## config.mk

```make
export PLATFORM = sky130hd
export DESIGN_NAME = crotchet_sequencer_flat
export DESIGN_NICKNAME = d
export VERILOG_FILES = /design/src/rtl/crotchet_if.sv /design/src/rtl/crotchet_sequencer.sv /design/src/flat_wrapper.sv
export SDC_FILE = /design/constraint.sdc
export NUM_CORES = 1
export LEC_CHECK = 0
export BUFFER_PORTS_ARGS = -buffer_cell sky130_fd_sc_hd__buf_4
export CORE_MARGIN = 1
export CORE_UTILIZATION = 50
export DETAILED_ROUTE_END_ITERATION = 8
export GPL_ROUTABILITY_DRIVEN = 0
export PLACE_DENSITY = 0.78
export RECOVER_POWER = 25
export SLEW_MARGIN = 20
export SYNTH_ARGS = -nofsm -noshare
export SYNTH_HDL_FRONTEND = slang
export SYNTH_SLANG_ARGS = --single-unit
export TNS_END_PERCENT = 10
```

## constraint.sdc

```tcl
create_clock -name clk -period 5.46 [get_ports clk]
set_clock_uncertainty 0.2 [all_clocks]
set_input_delay 1.092 -clock clk [delete_from_list [all_inputs] [get_ports clk]]
set_output_delay 1.092 -clock clk [all_outputs]
set_load 0.01 [all_outputs]
```

## src/rtl/crotchet_if.sv

```systemverilog
// Control and status bundle for crotchet_sequencer: the controller drives
// start/stop/pause (master) and the sequencer drives position and status (slave).
interface crotchet_if;
    logic       start;
    logic       stop;
    logic       pause;
    logic [6:0] crotchet;
    logic       crotchet_pulse;
    logic [3:0] phrase;
    logic       running;
    logic       done;

    modport master (
        output start, stop, pause,
        input  crotchet, crotchet_pulse, phrase, running, done
    );

    modport slave (
        input  start, stop, pause,
        output crotchet, crotchet_pulse, phrase, running, done
    );
endinterface

```

## src/rtl/crotchet_sequencer.sv

```systemverilog
// Tempo-driven crotchet sequencer: steps an index every CYCLES_PER_CROTCHET clocks.
// Define SEQ_LOOP_EN to wrap at the end of the sequence instead of stopping in DONE.
module crotchet_sequencer #(
    parameter int unsigned CYCLES_PER_CROTCHET = 12587500,
    parameter int unsigned NUM_CROTCHETS       = 104
) (
    input logic       clk,
    input logic       rst_n,
    crotchet_if.slave bus
);

    typedef enum logic [1:0] {
        S_IDLE,
        S_RUN,
        S_PAUSED
`ifndef SEQ_LOOP_EN
        , S_DONE
`endif
    } state_t;

    localparam logic [23:0] TC_VAL = 24'(CYCLES_PER_CROTCHET - 1);
    localparam logic [6:0]  LAST   = 7'(NUM_CROTCHETS - 1);

    state_t      state_q;
    logic [23:0] cnt_q, cnt_d;
    logic [6:0]  crotchet_q, crotchet_d;
    logic        pulse_q, running_q, done_q;
    logic        tc, last;

    assign cnt_d      = cnt_q + 24'd1;
    assign crotchet_d = crotchet_q + 7'd1;
    assign tc         = (cnt_q == TC_VAL);
    assign last       = (crotchet_q == LAST);

    // PAUSED with pause low counts exactly like RUN, so a pause of N cycles
    // delays the next pulse by exactly N cycles.
    always_ff @(posedge clk) begin
        if (!rst_n) begin
            state_q    <= S_IDLE;
            cnt_q      <= '0;
            crotchet_q <= '0;
            pulse_q    <= 1'b0;
            running_q  <= 1'b0;
            done_q     <= 1'b0;
        end else begin
            pulse_q <= 1'b0;
            if (bus.stop) begin
                state_q    <= S_IDLE;
                cnt_q      <= '0;
                crotchet_q <= '0;
                running_q  <= 1'b0;
                done_q     <= 1'b0;
            end else begin
                case (state_q)
                    S_RUN, S_PAUSED: begin
                        if (bus.pause) begin
                            state_q <= S_PAUSED;
                        end else if (tc) begin
                            cnt_q <= '0;
                            if (last) begin
`ifdef SEQ_LOOP_EN
                                state_q    <= S_RUN;
                                crotchet_q <= '0;
                                pulse_q    <= 1'b1;
`else
                                state_q    <= S_DONE;
                                running_q  <= 1'b0;
                                done_q     <= 1'b1;
`endif
                            end else begin
                                state_q    <= S_RUN;
                                crotchet_q <= crotchet_d;
                                pulse_q    <= 1'b1;
                            end
                        end else begin
                            state_q <= S_RUN;
                            cnt_q   <= cnt_d;
                        end
                    end
                    default: begin
                        // IDLE, and DONE when present: start restarts from crotchet 0
                        if (bus.start) begin
                            state_q    <= S_RUN;
                            cnt_q      <= '0;
                            crotchet_q <= '0;
                            pulse_q    <= 1'b1;
                            running_q  <= 1'b1;
                            done_q     <= 1'b0;
                        end
                    end
                endcase
            end
        end
    end

    assign bus.crotchet       = crotchet_q;
    assign bus.crotchet_pulse = pulse_q;
    assign bus.phrase         = crotchet_q[6:3];
    assign bus.running        = running_q;
    assign bus.done           = done_q;

endmodule

```

## src/flat_wrapper.sv

```systemverilog
// flat-port wrapper written by rule: the top's interface ports become plain ports
module crotchet_sequencer_flat 
#(
    parameter int unsigned CYCLES_PER_CROTCHET = 12587500,
    parameter int unsigned NUM_CROTCHETS       = 104
)
  (clk, rst_n, bus_start, bus_stop, bus_pause, bus_crotchet, bus_crotchet_pulse, bus_phrase, bus_running, bus_done);
  crotchet_if bus_i ();
  input logic clk;
  input logic rst_n;
  input wire logic [$bits(bus_i.start)-1:0] bus_start;
  input wire logic [$bits(bus_i.stop)-1:0] bus_stop;
  input wire logic [$bits(bus_i.pause)-1:0] bus_pause;
  output wire logic [$bits(bus_i.crotchet)-1:0] bus_crotchet;
  output wire logic [$bits(bus_i.crotchet_pulse)-1:0] bus_crotchet_pulse;
  output wire logic [$bits(bus_i.phrase)-1:0] bus_phrase;
  output wire logic [$bits(bus_i.running)-1:0] bus_running;
  output wire logic [$bits(bus_i.done)-1:0] bus_done;
  assign bus_i.start = bus_start;
  assign bus_i.stop = bus_stop;
  assign bus_i.pause = bus_pause;
  assign bus_crotchet = bus_i.crotchet;
  assign bus_crotchet_pulse = bus_i.crotchet_pulse;
  assign bus_phrase = bus_i.phrase;
  assign bus_running = bus_i.running;
  assign bus_done = bus_i.done;
  crotchet_sequencer #(.CYCLES_PER_CROTCHET(CYCLES_PER_CROTCHET), .NUM_CROTCHETS(NUM_CROTCHETS)) u_core (.clk(clk), .rst_n(rst_n), .bus(bus_i));
endmodule
```

==> out/qor.yml, run 1 <==
status: "finished clean"
grt_max_degree: 25
antenna_found_initial: 0
worst_r2r_path_depth: 5
coreArea_um2: 3660
cts_resized: 0
grt.total_usage_pct: 20.7
hold_buffers: 0
area_delta_synth_final_pct: 9.29
start_util_pct: 52.3
clockBufferDepth: 2
place_ws_ns: 2.53
crit_fanout: 14
worstHoldEndpoint: "u_core.bus.running"
synth-seq-cells: 36
wire_per_inst_um: 13.4
postCtsSetupRepairBufs: 0
slowest_delay_ns: 0.76
insertion_delay_ns: 0.30
yosysTopAreaCell: "dfxtp_1"
syn-num-nets: 233
synth_edf_count: 0
rrSetupSlack_ns: 2.59
drt_iter0_drc: 97
dpl.hpwl_mm: 2.81
max_freq_ghz: 0.348
drt-pass1-iter-count: 4
cp-start-kind: "flop"
synth_flop_cell: "dfxtp_1"
die_area_um2: 4080
synth_area_um2: 1910
max-slew-margin-rel_pct: 38.7
critPathSlowestCell: "xnor2_2"
cap_viol_max_count: 0
path_cells: "xnor2_2 > mux2i_4 > nand4_2 > or4_1 > a21oi_1"
via_count: 1655
nets: 246
syn-instance-count: 226
drc_errors: 0
ys_warn_count: 0
grt_setup_unrepaired: "false"
setup_viol: 0
synthArstFlopShare_pct: 0
clk_pin_slew_ns: 0.08
peakVddDrop_mv: 0.200
dieWidth_um: 63.9
cts_tree: "yes"
setup_ws_ns: 2.59
grt_pass1_wl_mm: 6.52
worstHoldStart: "u_core.bus.running"
routed_wl_mm: 3.86
synth-seq-area-share_pct: 37.7
cts_made_buffers: 5
diodes: 0
numPortBuffers: 18
end_kind: "flop"
grt_pass1_vias: 1437
fin_crit_sh_pct: 52.6
arrival_ns: 2.88
cts_num_sinks: 36
cp.depth: 5
place_area_um2: 2040
p_total_mw: 0.493
pin_count: 19
num_rows: 22
synthTopCellsByArea: "dfxtp_1 (38%), a21oi_1 (5.0%), xor2_1 (4.6%), nor2_1 (4.3%), nand2_1 (4.1%)"
vias_per_cell: 5.75
hold_depth: 2
period_needed_ns: 2.87
clock-root-buffer: "clkbuf_8"
avgSynthCellArea_um2: 8.46
finalHoldViolCount: 0
synth_top_area_share_pct: 37.7
yosysMostFrequentCell: "dfxtp_1"
tns_ns: 0
htree_levels: 2
reg2reg_to: "u_core.cnt_q[23]"
gr-total-overflow: 0
hold_path_class: "flop to flop"
rr_startpoint: "u_core.state_q[1]"
ant_nets: 0
drive_gt1_share_pct: 9.17
yosysUniqueCellTypes: 49
synth_commonest_cells: "dfxtp_1 (36), nor2_1 (22), nand2_1 (21)"
path_buf_inv: 0
cpLargestDelayFamily: "simple AND/OR/NAND/NOR gates"
worst_pin_slew_ns: 0.915
p_leak_nw: 0.700
drv_slew: 0
final_area_um2: 2090
utilization_pct: 57.1
cp.required_ns: 5.47
die_h_um: 63.9
critical_path_class: "flop to flop"
powerDensity_nw_per_um2: 236
-- metrics by stage --
step / cells / hold slack (ns)
2_1_floorplan: 226 / 0.253
3_3_place_gp: 280 / 0.250
3_5_place_dp: 280 / 0.270
4_1_cts: 288 / 0.282
5_1_grt: 288 / 0.301
6_report: 288 / 0.276
-- layout make-up --
type	instances	area, µm²
sequential	36	721
tap	48	60.1
inverter	5	18.8
timing repair buffer	18	90.1
multi-input combinational	173	1110
fill	360	1570
clock buffer	6	82.6
clock inverter	2	10.0
-- how the worst max path moves through the flow --
stage | from | endpoint | slack [ns]
6_report | u_core.state_q[1] | u_core.cnt_q[23] | 2.59
3_3_place_gp | bus_pause | u_core.cnt_q[14] | 2.58
5_1_grt | u_core.cnt_q[0] | u_core.cnt_q[20] | 2.26
4_1_cts | u_core.state_q[1] | u_core.cnt_q[23] | 2.57
2_1_floorplan | bus_pause | u_core.cnt_q[7] | 2.86
3_5_place_dp | bus_pause | u_core.cnt_q[0] | 2.53
-- report_power, final --
part           switching, mW  total [mW]  leakage (nW)  internal, mW
Combinational         0.0178      0.0280         0.359        0.0102
Clock                 0.0987       0.199        0.0510         0.101
Sequential           0.00177       0.266         0.290         0.264
-- cell families after synthesis --
| group | count (synthesis) | share of synthesized area, % |
|---|---|---|
| AND/OR/NAND/NOR | 106 | 30.9 |
| AO/OA/AOI/OAI | 45 | 14.3 |
| flip-flops | 36 | 37.7 |
| buffers and inverters | 17 | 4.38 |
| XOR/XNOR | 15 | 7.26 |
| multiplexers | 5 | 4.25 |
| adder cells (fa/ha/maj) | 2 | 1.31 |
-- cell usage in the layout, fill, tap and decap left out, types with 2 or more instances in the layout --
cell,instances
clkbuf_1,12
nand3_1,12
and3_1,5
clkbuf_8,6
nor2b_1,3
a21oi_1,19
nand2_1,21
nand4bb_1,2
and2_1,3
xnor2_1,4
o21ai_0,11
dfxtp_1,36
a21o_1,2
nor4b_1,2
nor4_1,3
and4_1,3
nor2_1,22
clkinv_2,2
inv_1,5
xor2_1,10
nand2b_1,3
nand4b_1,2
or4_1,3
a311oi_1,2
nor3_1,2
ha_1,2
o2bb2ai_1,3
mux2i_4,2
or3_1,6
buf_4,6
nand4_1,8
-- flip-flops by register name (all words and copies together) (netlist names) --
signal	flops
u_core.cnt_q	24
u_core.bus.crotchet_pulse	1
u_core.state_q	2
u_core.bus.running	1
u_core.bus.crotchet	7
u_core.bus.done	1
-- tightest hold or removal path, cell delays in order, from the launching register on --
cell,delay (ns)
dfxtp_1,0.32
nand2_1,0.05
o22ai_1,0.06
-- per-layer routing --
layer  wire length [µm]  GRT usage [%]
met4                 59           7.95
met3                164           4.82
met2               1690           30.7
met1               1950           28.7
met5                  0              0
No activity file was read; power rests on OpenSTA's default activity.
==> run 2: changes to the inputs <==
--- a/config.mk
+++ b/config.mk
@@ -5,12 +5,13 @@
 export SDC_FILE = /design/constraint.sdc
 export NUM_CORES = 1
 export LEC_CHECK = 0
+export ABC_AREA = 1
 export BUFFER_PORTS_ARGS = -buffer_cell sky130_fd_sc_hd__buf_4
 export CORE_MARGIN = 1
 export CORE_UTILIZATION = 50
 export DETAILED_ROUTE_END_ITERATION = 8
 export GPL_ROUTABILITY_DRIVEN = 0
-export PLACE_DENSITY = 0.78
+export PLACE_DENSITY = 0.8
 export RECOVER_POWER = 25
 export SLEW_MARGIN = 20
 export SYNTH_ARGS = -nofsm -noshare
==> constraint.sdc (replaced) <==
create_clock -name clk -period 2.57 [get_ports clk]
set_clock_uncertainty 0.2 [all_clocks]
set_input_delay 0.514 -clock clk [delete_from_list [all_inputs] [get_ports clk]]
set_output_delay 0.514 -clock clk [all_outputs]
set_load 0.01 [all_outputs]
==> run 2 against run 1 <==
- maximum frequency is 40% higher
- first-iteration DRC count up 47%
- die area rose by 15%
- combinational power grew to 3.3 times the previous value
- largest power group unchanged
- utilization rose by 0.81 points
- sequential cell count is the same
- design area rose by 14%
- clock power up 110%
- sequential power rose by 110%
- clock-buffer cell count increased by 2
==> out/qor.yml, run 2 <==
max_freq_ghz: 0.488  # was 0.348 GHz
cp.required_ns: 2.56  # was 5.47 ns
worst_r2r_path_depth: 10  # was 5
synthArstFlopShare_pct: 0  # unchanged
crit_fanout: 17  # was 14
coreArea_um2: 4120  # was 3660 µm²
mostFrequentLayoutCells: "nand2_1 (75), nor2_1 (54), inv_1 (46)"  # was dfxtp_1 (36), nor2_1 (22), nand2_1 (21)
cts_num_sinks: 36  # unchanged
synth_flop_cell: "dfxtp_1"  # unchanged
synth-compound-area-share_pct: 7.16  # was 14.3%
fin_crit_sh_pct: 79.7  # was 52.6%
hold_ws_ns: 0.247  # was 0.276 ns
dpl.hpwl_mm: 3.64  # was 2.81 mm
drive_gt1_share_pct: 12.6  # was 9.17%
rr_startpoint: "u_core.cnt_q[0]"  # was u_core.state_q[1]
syn-instance-count: 339  # was 226
dieWidth_um: 68.4  # was 63.9 µm
antenna_found_initial: 0  # unchanged
synth_area_um2: 2200  # was 1910 µm²
setup_viol: 0  # unchanged
clockBufferDepth: 2  # unchanged
start_util_pct: 53.5  # was 52.3%
hold_buffers: 0  # unchanged
route.met2.wl_mm: 2.18  # was 1.69 mm
worstHoldEndpoint: "u_core.bus.done"  # was u_core.bus.running
cts_tree: "yes"  # unchanged
synth_commonest_cells: "nand2_1 (75), nor2_1 (54), inv_1 (46)"  # was dfxtp_1 (36), nor2_1 (22), nand2_1 (21)
hold_depth: 2  # unchanged
mostFrequentLayoutCell: "nand2_1"  # was dfxtp_1
avgSynthCellArea_um2: 6.50  # was 8.46 µm²
route.met3.wl_um: 222  # was 164 µm
multi_input_area_um2: 1220  # was 1110 µm²
p_leak_nw: 0.970  # was 0.700 nW
numPortBuffers: 18  # unchanged
synth_xor_area_share_pct: 0.795  # was 7.26%
drv_slew: 0  # unchanged
grt_pass1_vias: 1857  # was 1437
utilization_pct: 57.9  # was 57.1%
slowest_delay_ns: 0.37  # was 0.76 ns
critPathSlowestCell: "dfxtp_1"  # was xnor2_2
wire_per_inst_um: 11.9  # was 13.4 µm
yosysTopAreaCell: "dfxtp_1"  # unchanged
postCtsSetupRepairBufs: 0  # unchanged
cp_common_cell: "nand2_4"
powerDensity_nw_per_um2: 454  # was 236 nW/µm²
tns_ns: 0  # unchanged
top_layer: "met4"  # unchanged
area_delta_synth_final_pct: 8.18  # was 9.29%
insertion_delay_ns: 0.30  # about the same
synthMuxAreaShare_pct: 0  # was 4.25%
synth_top_area_share_pct: 32.7  # was 37.7%
synth-simple-area-share_pct: 46.3  # was 30.9%
htree_levels: 2  # unchanged
wl_met1_mm: 2.38  # was 1.95 mm
via_count: 2115  # was 1655
synth-seq-cells: 36  # unchanged
cts_made_buffers: 5  # unchanged
diodes: 0  # unchanged
reg2reg_to: "u_core.cnt_q[19]"  # was u_core.cnt_q[23]
path_cells: "ha_1 > nand3_1 > nor2_2 > nand3_2 > nand2_4 > nand2_2 > nand2_4 > inv_2 > nand2_1 > nor2_1"  # was xnor2_2 > mux2i_4 > nand4_2 > or4_1 > a21oi_1
synth-seq-area-share_pct: 32.7  # was 37.7%
pin_count: 19  # unchanged
peakVddDrop_mv: 0.273  # was 0.200 mV
synth_adder_area_share_pct: 1.14  # was 1.31%
cts_resized: 0  # unchanged
seq_area_um2: 721  # unchanged
grt.total_usage_pct: 23.1  # was 20.7%
status: "finished clean"  # unchanged
die_area_um2: 4680  # was 4080 µm²
largest_reg_flops: 24  # unchanged
grt_max_degree: 28  # was 25
grt_pass1_wl_mm: 8.04  # was 6.52 mm
cap_viol_max_count: 0  # unchanged
routed_wl_mm: 4.86  # was 3.86 mm
die_h_um: 68.4  # was 63.9 µm
gr-total-overflow: 0  # unchanged
fillers: 407  # was 360
worst_pin_slew_ns: 0.405  # was 0.915 ns
nets: 363  # was 246
yosysUniqueCellTypes: 33  # was 49
cp-start-kind: "flop"  # unchanged
ys_warn_count: 0  # unchanged
ant_nets: 0  # unchanged
hold_path_class: "flop to flop"  # unchanged
p_total_mw: 1.08  # was 0.493 mW
critical_path_class: "flop to flop"  # unchanged
top_register: "u_core.cnt_q"  # unchanged
drt-pass1-iter-count: 5  # was 4
num_rows: 23  # was 22
synthTopCellsByArea: "dfxtp_1 (33%), nand2_1 (13%), nor2_1 (9.2%), inv_1 (7.8%), nand3_1 (6.6%)"  # was dfxtp_1 (38%), a21oi_1 (5.0%), xor2_1 (4.6%), nor2_1 (4.3%), nand2_1 (4.1%)
synth_edf_count: 0  # unchanged
worstHoldStart: "u_core.bus.done"  # was u_core.bus.running
clk_pin_slew_ns: 0.06  # was 0.08 ns
finalHoldViolCount: 0  # unchanged
max-slew-margin-rel_pct: 72.7  # was 38.7%
grt_setup_unrepaired: "false"  # unchanged
drt_iter0_drc: 143  # was 97
clock-root-buffer: "clkbuf_8"  # unchanged
syn-num-nets: 346  # was 233
synth_top_family_by_area: "simple AND/OR/NAND/NOR gates"  # unchanged
period_needed_ns: 2.05  # was 2.87 ns
end_kind: "flop"  # unchanged
arrival_ns: 2.04  # was 2.88 ns
rrSetupSlack_ns: 0.52  # was 2.59 ns
vias_per_cell: 5.20  # was 5.75
drc_errors: 0  # unchanged
yosysMostFrequentCell: "nand2_1"  # was dfxtp_1
==> run 2: cell count changes after synthesis, moves of 6 or more <==
cell | previous run | this run
or3_1 | 6 | 0
nand2_1 | 21 | 75
xor2_1 | 10 | 2
nor2_1 | 22 | 54
inv_1 | 5 | 46
nor3_1 | 2 | 8
nand2_2 | 0 | 6
nand3_1 | 12 | 29
a21oi_1 | 19 | 13
==> run 2: cell type report <==
class / instances / share of cell area, %
clock buffers: 8 / 3.78
inverters: 51 / 8.03
multi-input cells: 243 / 51.2
flip-flops and latches: 36 / 30.2
well taps: 50 / 2.62
repair buffers: 19 / 4.09
==> run 2: worst max-delay path by stage <==
stage | start | endpoint | slack (ns) | cells after the start
6_report | u_core.cnt_q[0] | u_core.cnt_q[19] | 0.52 | 10
5_1_grt | u_core.cnt_q[0] | u_core.cnt_q[19] | 0.34 | 10
4_1_cts | u_core.cnt_q[0] | u_core.cnt_q[19] | 0.53 | 10
3_5_place_dp | u_core.cnt_q[0] | u_core.cnt_q[17] | 0.54 | 10
3_3_place_gp | u_core.cnt_q[0] | u_core.cnt_q[19] | 0.55 | 10
2_1_floorplan | u_core.cnt_q[0] | u_core.cnt_q[6] | 0.89 | 9
==> run 2: routing by layer <==
metal / vias up / track usage, %
met5: - / 0
met1: 959 / 29.2
met4: 0 / 11.2
met2: 39 / 36.9
li1: 1109 / -
met3: 8 / 4.67
==> run 2: cells by family after synthesis <==
| kind of cell | after synthesis |
|---|---|
| AND/OR/NAND/NOR | 210 |
| buffers and inverters | 60 |
| flip-flops | 36 |
| AO/OA/AOI/OAI | 29 |
| XOR/XNOR | 2 |
| adder cells (fa/ha/maj) | 2 |
==> run 2: critical path: cells and delay by family (launching register included) <==
family        cells  cell delay, ns
flops             1            0.37
simple gates      8            0.98
fa+ha+maj         1            0.28
buf+inv           1            0.13
==> run 2: report_power, final <==
part	switching (mW)	internal [mW]	total, mW	leakage (nW)
Sequential	0.00551	0.564	0.570	0.291
Clock	0.200	0.219	0.419	0.0455
Combinational	0.0655	0.0280	0.0935	0.634
==> run 2: through the flow <==
step                      worst slack (ns)  cells  cell area, µm²
after CTS                            0.526    407            2430
after floorplan                      0.890    339            2200
after global routing                 0.336    407            2380
after detailed placement             0.542    399            2340
after global placement               0.553    399            2340
final                                0.521    407            2380
